$ cat config.mk
export PLATFORM = sky130hd
export DESIGN_NAME = ra_stack_ctrl_flat
export DESIGN_NICKNAME = d
export VERILOG_FILES = /design/src/rtl/ra_stack_ctrl_if.sv /design/src/rtl/ra_stack_ctrl.sv /design/src/flat_wrapper.sv
export SDC_FILE = /design/constraint.sdc
export NUM_CORES = 1
export LEC_CHECK = 0
export CAP_MARGIN = 10
export CORE_ASPECT_RATIO = 1.75
export CORE_MARGIN = 4
export CORE_UTILIZATION = 45
export CTS_CLUSTER_DIAMETER = 80
export DETAILED_ROUTE_END_ITERATION = 10
export PLACE_DENSITY = 0.64
export SYNTH_ARGS = -nofsm -noshare
export SYNTH_HDL_FRONTEND = slang
export SYNTH_SLANG_ARGS = --single-unit
$ cat constraint.sdc
create_clock -name clk -period 3.3 [get_ports clk]
set_input_delay 0.495 -clock clk [delete_from_list [all_inputs] [get_ports clk]]
set_output_delay 0.495 -clock clk [all_outputs]
set_load 0.02 [all_outputs]
$ cat src/rtl/ra_stack_ctrl_if.sv
// Call/return bus between the pipeline and the return-address stack controller.
// The pipeline side (master) issues calls/returns and observes the $ra write-back and status.
interface ra_stack_ctrl_if #(
  parameter int DEPTH = 8,
  parameter int WIDTH = 32
);
  logic                     jal;
  logic                     jr_ra;
  logic [WIDTH-1:0]         pc_plus4;
  logic                     flag_clr;
  logic                     ra_wr_en;
  logic [WIDTH-1:0]         ra_wr_data;
  logic [WIDTH-1:0]         ra_top;
  logic [$clog2(DEPTH):0]   count;
  logic                     full;
  logic                     empty;
  logic                     overflow;
  logic                     underflow;

  modport master (
    output jal, jr_ra, pc_plus4, flag_clr,
    input  ra_wr_en, ra_wr_data, ra_top, count, full, empty, overflow, underflow
  );

  modport slave (
    input  jal, jr_ra, pc_plus4, flag_clr,
    output ra_wr_en, ra_wr_data, ra_top, count, full, empty, overflow, underflow
  );
endinterface

$ cat src/rtl/ra_stack_ctrl.sv
// Return-address stack: circular buffer of call return addresses with a registered
// $ra write-back port and sticky overflow/underflow flags.
//
// state     | meaning
// ST_EMPTY  | count == 0, ra_top reads 0, pops underflow
// ST_ACTIVE | 1 <= count <= DEPTH-1
// ST_FULL   | count == DEPTH, next push overwrites the oldest entry
module ra_stack_ctrl #(
  parameter int DEPTH = 8,
  parameter int WIDTH = 32
) (
  input  logic          clk,
  input  logic          reset,
  ra_stack_ctrl_if.slave bus
);
  localparam int PW = $clog2(DEPTH);
  localparam int CW = PW + 1;

  typedef enum logic [1:0] {ST_EMPTY, ST_ACTIVE, ST_FULL} state_t;

  state_t           state;
  logic [WIDTH-1:0] mem [DEPTH];
  logic [PW-1:0]    top;
  logic [CW-1:0]    cnt;
  logic             wr_en;
  logic [WIDTH-1:0] wr_data;
  logic             ovf;
  logic             udf;

  logic push, repl, pop_ok, pop_bad;

  // Call+return together replaces the top entry, except on an empty stack where it is a plain push.
  always_comb begin
    push    = bus.jal && (!bus.jr_ra || state == ST_EMPTY);
    repl    = bus.jal && bus.jr_ra && state != ST_EMPTY;
    pop_ok  = !bus.jal && bus.jr_ra && state != ST_EMPTY;
    pop_bad = !bus.jal && bus.jr_ra && state == ST_EMPTY;
  end

  always_ff @(posedge clk) begin
    if (!reset && push)
      mem[top + PW'(1)] <= bus.pc_plus4;
    else if (!reset && repl)
      mem[top] <= bus.pc_plus4;
  end

  always_ff @(posedge clk) begin
    if (reset) begin
      state   <= ST_EMPTY;
      top     <= '0;
      cnt     <= '0;
      wr_en   <= 1'b0;
      wr_data <= '0;
      ovf     <= 1'b0;
      udf     <= 1'b0;
    end else begin
      wr_en <= 1'b0;
      if (bus.flag_clr) begin
        ovf <= 1'b0;
        udf <= 1'b0;
      end
      if (push) begin
        top     <= top + PW'(1);
        wr_en   <= 1'b1;
        wr_data <= bus.pc_plus4;
        if (state == ST_FULL) begin
          ovf <= 1'b1;
        end else begin
          cnt   <= cnt + CW'(1);
          state <= (cnt == CW'(DEPTH - 1)) ? ST_FULL : ST_ACTIVE;
        end
      end else if (repl) begin
        wr_en   <= 1'b1;
        wr_data <= bus.pc_plus4;
      end else if (pop_ok) begin
        top <= top - PW'(1);
        cnt <= cnt - CW'(1);
        if (cnt == CW'(1)) begin
          state   <= ST_EMPTY;
          wr_data <= '0;
        end else begin
          state   <= ST_ACTIVE;
          wr_en   <= 1'b1;
          wr_data <= mem[top - PW'(1)];
        end
      end else if (pop_bad) begin
        udf <= 1'b1;
      end
    end
  end

  assign bus.ra_wr_en   = wr_en;
  assign bus.ra_wr_data = wr_data;
  assign bus.ra_top     = (state == ST_EMPTY) ? '0 : mem[top];
  assign bus.count      = cnt;
  assign bus.full       = (state == ST_FULL);
  assign bus.empty      = (state == ST_EMPTY);
  assign bus.overflow   = ovf;
  assign bus.underflow  = udf;
endmodule

$ cat src/flat_wrapper.sv
// flat-port wrapper written by rule: the top's interface ports become plain ports
module ra_stack_ctrl_flat 
#(
  parameter int DEPTH = 8,
  parameter int WIDTH = 32
)
  (clk, reset, bus_jal, bus_jr_ra, bus_pc_plus4, bus_flag_clr, bus_ra_wr_en, bus_ra_wr_data, bus_ra_top, bus_count, bus_full, bus_empty, bus_overflow, bus_underflow);
  ra_stack_ctrl_if #(.DEPTH(DEPTH), .WIDTH(WIDTH)) bus_i ();
  input  logic clk;
  input  logic reset;
  input wire logic [$bits(bus_i.jal)-1:0] bus_jal;
  input wire logic [$bits(bus_i.jr_ra)-1:0] bus_jr_ra;
  input wire logic [$bits(bus_i.pc_plus4)-1:0] bus_pc_plus4;
  input wire logic [$bits(bus_i.flag_clr)-1:0] bus_flag_clr;
  output wire logic [$bits(bus_i.ra_wr_en)-1:0] bus_ra_wr_en;
  output wire logic [$bits(bus_i.ra_wr_data)-1:0] bus_ra_wr_data;
  output wire logic [$bits(bus_i.ra_top)-1:0] bus_ra_top;
  output wire logic [$bits(bus_i.count)-1:0] bus_count;
  output wire logic [$bits(bus_i.full)-1:0] bus_full;
  output wire logic [$bits(bus_i.empty)-1:0] bus_empty;
  output wire logic [$bits(bus_i.overflow)-1:0] bus_overflow;
  output wire logic [$bits(bus_i.underflow)-1:0] bus_underflow;
  assign bus_i.jal = bus_jal;
  assign bus_i.jr_ra = bus_jr_ra;
  assign bus_i.pc_plus4 = bus_pc_plus4;
  assign bus_i.flag_clr = bus_flag_clr;
  assign bus_ra_wr_en = bus_i.ra_wr_en;
  assign bus_ra_wr_data = bus_i.ra_wr_data;
  assign bus_ra_top = bus_i.ra_top;
  assign bus_count = bus_i.count;
  assign bus_full = bus_i.full;
  assign bus_empty = bus_i.empty;
  assign bus_overflow = bus_i.overflow;
  assign bus_underflow = bus_i.underflow;
  ra_stack_ctrl #(.DEPTH(DEPTH), .WIDTH(WIDTH)) u_core (.clk(clk), .reset(reset), .bus(bus_i));
endmodule
# Word level (Yosys, flattened, before mapping)
# Memory sizes are Yosys's and may differ from the RTL's. A register that Yosys moved wholly into a read port is not among the register bits.
# Cells that the tools add are included.
op_classes:
  n_addsub: 4
  mul: 0
  div: 0
  order_cmp: 0
  eq_ne: 5
  n_shift: 0
  muxes: 40
  bitwise_logic: 0
  reduce_logical: 19
ops:
  columns: ["cell", "n"]
  rows:
  - ["32-bit 2-to-1 mux", 6]
  - ["32-bit OR reduction", 1]
  - ["1-bit 2-to-1 mux", 19]
  - ["3-bit 2-to-1 mux", 6]
  - ["4-bit 2-to-1 mux", 4]
  - ["2-bit 2-to-1 mux", 5]
  - ["1-bit logical AND", 8]
  - ["4-bit by 1-bit adder with 4-bit output, second input constant", 1]
  - ["4-bit by 1-bit equality test with 1-bit output, second input constant", 1]
  - ["4-bit by 3-bit equality test with 1-bit output, second input constant", 1]
  - ["2-bit nonzero test", 2]
  - ["4-bit by 1-bit subtractor with 4-bit output, second input constant", 1]
  - ["3-bit by 1-bit adder with 3-bit output, second input constant", 1]
  - ["1-bit logical NOT", 3]
  - ["3-bit AND reduction", 1]
  - ["3-bit nonzero test", 1]
  - ["3-bit by 1-bit subtractor with 3-bit output, second input constant", 1]
  - ["2-bit equality test, second input constant", 1]
  - ["2-bit logical NOT", 1]
  - ["2-bit by 1-bit inequality test with 1-bit output, second input constant", 1]
  - ["2-bit inequality test, second input constant", 1]
  - ["2-bit AND reduction", 1]
  - ["1-bit logical OR", 1]
totals:
  reg_bits: 44
  latch_bits: 0
  ram_bits: 256
  rom_bits: 0
  in_bits: 37
  output_inout_bits: 73
  elab_cells: 76
  mem_count: 1
memory_table:
  columns: ["memory", "words", "width", "rd", "rd_clocked_by_memory_dff", "wr", "line", "source"]
  rows:
  - ["u_core.mem", 8, 32, 2, 1, 1, "ra_stack_ctrl.sv:22", "logic [WIDTH-1:0] mem [DEPTH];"]

# Longest topological paths before layout
depth:
  ltp_word: 8
  depth_mapped: 8
  ltp_nobuf: 6

# Worst setup path before layout
# No wires, ideal clock.
synth_timing:
  kind: "register -> register"
  start: "register u_core.top[0]"
  end: "memory u_core.mem[0][0] (enable)"
  t_arrival_ns: 3.165
  required_ns: 2.875
  path_slack_ns: -0.290
  stages_incl_launch_ff: 9
  n_path_buf: 3
  synth_period_minus_slack_ns: 3.590
  cell_sequence: "dfxtp_1 -> inv_1 -> ha_1 -> buf_2 -> buf_6 -> buf_2 -> a2111oi_0 -> a31o_2 -> nor2b_1"
synth_between:
  elab_chain_len: 2
synth_rtl:
  columns: ["element", "line", "source"]
  rows:
  - ["start: declaration", "ra_stack_ctrl.sv:23", "logic [PW-1:0] top;"]
  - ["start signal: assignment", "ra_stack_ctrl.sv:63", "top <= top + PW'(1);"]
  - ["start signal: assignment", "ra_stack_ctrl.sv:76", "top <= top - PW'(1);"]
  - ["3-bit by 1-bit adder with 3-bit output", "ra_stack_ctrl.sv:42", "mem[top + PW'(1)] <= bus.pc_plus4;"]
  - ["3-bit 2-to-1 mux (no line) *", null, null]
  - ["end: declaration", "ra_stack_ctrl.sv:22", null]
# Every way passes the cells marked *; elsewhere a longest branch is shown, timed or not.

==> flow_metrics.env <==
export IMPL_multiInputGateArea_mm2=0.00523
export IMPL_yosys_register_bits=303
export IMPL_dp_hpwl_mm=23.1
export IMPL_critical_path_max_fanout=8
export IMPL_die_h_um=244
export IMPL_power_density_cell_area_mw_per_mm2=592
export IMPL_route_antenna_remaining_nets=0
export IMPL_critical_path_top_delay_family="buffers and inverters"
export IMPL_most_numerous_cell_on_the_critical_path="sky130_fd_sc_hd__buf_4"
export IMPL_tritoncts_clock_tree="yes"
export IMPL_grt_remaining_overflow=0
export IMPL_timing_worst_setup_path_type="flip-flop to output port"
export IMPL_finClkSkew_ns=0.00896
export IMPL_setup_violations_final=0
export IMPL_power_net_switching_mw=2.85
export IMPL_critPathRequiredTime_ns=2.80
export IMPL_worstPathCellList="buf_4 > buf_4 > mux4_2 > mux2i_1 > nor2_1 > clkdlybuf4s50_1"
export IMPL_critical_path_slowest_cell="sky130_fd_sc_hd__clkdlybuf4s50_1"
export IMPL_buffer_ports_inserted=109
export IMPL_grt_first_pass_wirelength_mm=56.3
export IMPL_cp_start_kind="flip-flop"
export IMPL_synthesis_yosys_warnings=0
export IMPL_synth_async_sr_flop_share_pct=0
export IMPL_vias_per_cell=5.98
export IMPL_synth_nets=946
export IMPL_synth_edff_count=256
export IMPL_placement_rows=86
export IMPL_report_final_hold_viol_count=0
export IMPL_status="finished, final reports clean"
export IMPL_core_area_mm2=0.0314
export IMPL_postSynth_topFlopCell="sky130_fd_sc_hd__edfxtp_1"
export IMPL_min_period_ns=3.22
export IMPL_final_seq_area_mm2=0.00864
export IMPL_final_core_util_pct=54.1
export IMPL_detail_route_drc_violations=0
export IMPL_cts_hold_buffers_added=0
export IMPL_synth_seq_area_share_pct=60.4
export IMPL_design_portCount=110
export IMPL_placed_area_mm2=0.0160
export IMPL_clock_sinks=303
export IMPL_diodes=0
export IMPL_wl_per_cell_um=25.5
export IMPL_switching_share_pct=28.3
export IMPL_slew_viol_final=0
export IMPL_mappedNetlistArea_mm2=0.0143
export IMPL_max_cap_viol_count=0
export IMPL_timing_max_slew_rel_slack_pct=26.7
export IMPL_cts_root_buf="sky130_fd_sc_hd__clkbuf_16"
export IMPL_finalWeightedCongestion=0.787
export IMPL_worst_path_buf_inv=3
export IMPL_clock_buffers_created_by_tritoncts=28
export IMPL_fp_dieW_um=143
export IMPL_path_clk_slew_ns=0.07
export IMPL_drt_first_pass_iters=5
export IMPL_synth_cell_types=54
export IMPL_critPathMaxStageDelay_ns=0.58
export IMPL_wl_mm=37.0
export IMPL_power_share_clock_pct=30.8
export IMPL_final_hold_worst_slack_ns=0.540
export IMPL_drive_above_1_share_pct=29.7
export IMPL_stdcell_area_mm2=0.0170
export IMPL_netlist_top_cells_area="sky130_fd_sc_hd__edfxtp_1 54%, sky130_fd_sc_hd__mux4_2 10%, sky130_fd_sc_hd__mux2_2 7.7%"
export IMPL_timing_critical_path_arrival_ns=2.73
export IMPL_gr_usage_all_layers_pct=21.2
export IMPL_cts_htree_levels=1
export IMPL_power_internal_mw=7.21
export IMPL_power_frac_seq_pct=44.2
export IMPL_initial_core_util_pct=45.5
export IMPL_antenna_found_initial=0
export IMPL_first_global_vias=9433
export IMPL_grt_setup_unrepaired="no"
export IMPL_preCtsSetupSlack_ns=0.373
export IMPL_postSynthAreaPerCell_um2=15.8
export IMPL_drt_iter0_markers=472
export IMPL_worst_slew_pin_slew_ns=1.10
export IMPL_timing_fmax_ghz=0.310
export IMPL_total_leakage_power_nw=5.51
export IMPL_clk_path_buf_depth=3
export IMPL_cells_after_synthesis=904
export IMPL_grt_max_degree=86
export IMPL_cp_end_kind="output port"
export IMPL_hold_path_class="flip-flop to flip-flop"
export IMPL_synth_area_leader_cell="sky130_fd_sc_hd__edfxtp_1"
export IMPL_nFillCells=2623
export IMPL_finalNetCount=1072
export IMPL_timing_final_crit_share_pct=97.7
export IMPL_routed_via_count=8655
export IMPL_combinationalPowerShare_pct=25.0
export IMPL_area_growth_pct=18.9
export IMPL_floorplan_die_area_mm2=0.0348
export IMPL_synthDominantCellAreaShare_pct=53.8
export IMPL_setup_slack_ns=0.0755
export IMPL_worst_ir_drop_vdd_uv=504
export IMPL_clk_latency_ns=0.55
==> power groups by stage <==
stage	Sequential, mW	Combinational, mW	Clock (mW)
after floorplan	4.52	1.68	0
after global placement	4.53	2.48	0
after detailed placement	4.54	2.48	0
after CTS	4.44	2.53	3.17
after global routing	4.46	2.68	3.30
final	4.44	2.52	3.10
==> path summary, 6_finish.rpt <==
kind | startpoint | cells after the start | slack, ns | to
setup reg to reg | u_core.top[0] | 6 | 0.80 | u_core.bus.ra_wr_data[22]
setup / recovery | flip-flop | 6 | 0.08 | bus_ra_top[12]
hold reg to reg | u_core.bus.count[1] | 2 | 0.54 | u_core.bus.count[1]
hold / removal | u_core.bus.count[1] | 2 | 0.54 | u_core.bus.count[1]
==> worst register-to-register path, delay by kind of cell, from the launching register on <==
kind | cells | cell delay [ns]
compound gates | 2 | 0.36
fa+ha+maj | 1 | 0.48
buf+inv | 2 | 0.58
flops | 1 | 0.51
mux | 1 | 0.40
==> layout by cell type (no fill, tap or decap), types with 6 or more instances in the layout <==
master | netlist | final
sky130_fd_sc_hd__mux2_2 | 98 | 98
sky130_fd_sc_hd__a21oi_1 | 13 | 9
sky130_fd_sc_hd__clkinv_2 | 0 | 8
sky130_fd_sc_hd__nor3_1 | 8 | 8
sky130_fd_sc_hd__mux4_2 | 64 | 64
sky130_fd_sc_hd__o22ai_1 | 32 | 32
sky130_fd_sc_hd__and2b_2 | 22 | 22
sky130_fd_sc_hd__inv_1 | 8 | 8
sky130_fd_sc_hd__nor2b_1 | 11 | 9
sky130_fd_sc_hd__nand3_1 | 6 | 6
sky130_fd_sc_hd__clkdlybuf4s50_1 | 0 | 104
sky130_fd_sc_hd__and2b_1 | 8 | 8
sky130_fd_sc_hd__buf_4 | 11 | 44
sky130_fd_sc_hd__nor2_1 | 45 | 43
sky130_fd_sc_hd__o21ai_1 | 30 | 30
sky130_fd_sc_hd__mux2i_1 | 65 | 64
sky130_fd_sc_hd__edfxtp_1 | 256 | 256
sky130_fd_sc_hd__dfxtp_1 | 47 | 44
sky130_fd_sc_hd__o32ai_1 | 32 | 32
sky130_fd_sc_hd__a211oi_1 | 32 | 32
sky130_fd_sc_hd__buf_12 | 0 | 15
sky130_fd_sc_hd__o21ai_0 | 9 | 9
sky130_fd_sc_hd__clkbuf_16 | 0 | 29
==> through the flow <==
step / total power [mW] / setup TNS [ns] / std cells
after global placement: 7.01 / 0 / 1384
after CTS: 10.1 / 0 / 1440
after floorplan: 6.20 / -27.09 / 904
final: 10.1 / 0 / 1448
after detailed placement: 7.02 / 0 / 1384
after global routing: 10.4 / 0 / 1448
==> cell families (layout without fill, tap and decap cells) <==
| group | count (synthesis) | in the layout | synth area share (%) |
|---|---|---|---|
| AOI/OAI and AO/OA | 162 | 162 | 7.70 |
| xor gates and xnor gates | 5 | 5 | 0.438 |
| adders and majority gates | 5 | 5 | 0.438 |
| buffers and inverters | 81 | 229 | 3.71 |
| DFF | 303 | 303 | 60.4 |
| muxes | 227 | 227 | 22.4 |
| and+or+nand+nor | 121 | 121 | 4.99 |
==> area by class of cell <==
type                       count  area share [%]
clock buffer                  33            4.36
inverter                       8           0.177
timing repair buffer         169            10.2
multi-input combinational    520            30.8
sequential                   303            50.8
clock inverter                19           0.773
tap                          396            2.91
==> what timing repair did <==
| item | CTS | global route |
|---|---|---|
| endpoints found under the setup margin | 23 | 15 |
| buffers inserted | 4 | 8 |
| resized for setup | 1 | 6 |
==> synthesized netlist by cell type, types with 8 or more instances <==
cell type,n
sky130_fd_sc_hd__mux2i_1,65
sky130_fd_sc_hd__and2b_2,22
sky130_fd_sc_hd__nor2_1,45
sky130_fd_sc_hd__dfxtp_1,47
sky130_fd_sc_hd__clkbuf_1,8
sky130_fd_sc_hd__nor2b_1,11
sky130_fd_sc_hd__and2b_1,8
sky130_fd_sc_hd__mux4_2,64
sky130_fd_sc_hd__edfxtp_1,256
sky130_fd_sc_hd__a211oi_1,32
sky130_fd_sc_hd__a21oi_1,13
sky130_fd_sc_hd__o22ai_1,32
sky130_fd_sc_hd__nor3_1,8
sky130_fd_sc_hd__o21ai_1,30
sky130_fd_sc_hd__o32ai_1,32
sky130_fd_sc_hd__inv_1,8
sky130_fd_sc_hd__buf_6,16
sky130_fd_sc_hd__buf_4,11
sky130_fd_sc_hd__buf_2,26
sky130_fd_sc_hd__mux2_2,98
sky130_fd_sc_hd__o21ai_0,9
==> state kept, by name, summed over array words and instances (netlist names), named ones only <==
signal	count
u_core.bus.overflow	1
u_core.state	2
u_core.mem	256
u_core.bus.ra_wr_en	1
u_core.bus.ra_wr_data	32
u_core.bus.count	4
u_core.top	3
u_core.bus.underflow	1
==> metal layers <==
metal / vias to the layer above / global-route usage [%] / wire length, um
met5: - / 0 / 0
li1: 3877 / - / -
met2: 249 / 39.7 / 20400
met3: 68 / 2.38 / 1510
met1: 4461 / 24.8 / 13900
met4: 0 / 7.30 / 1190
(Power assumes the default switching activity.)
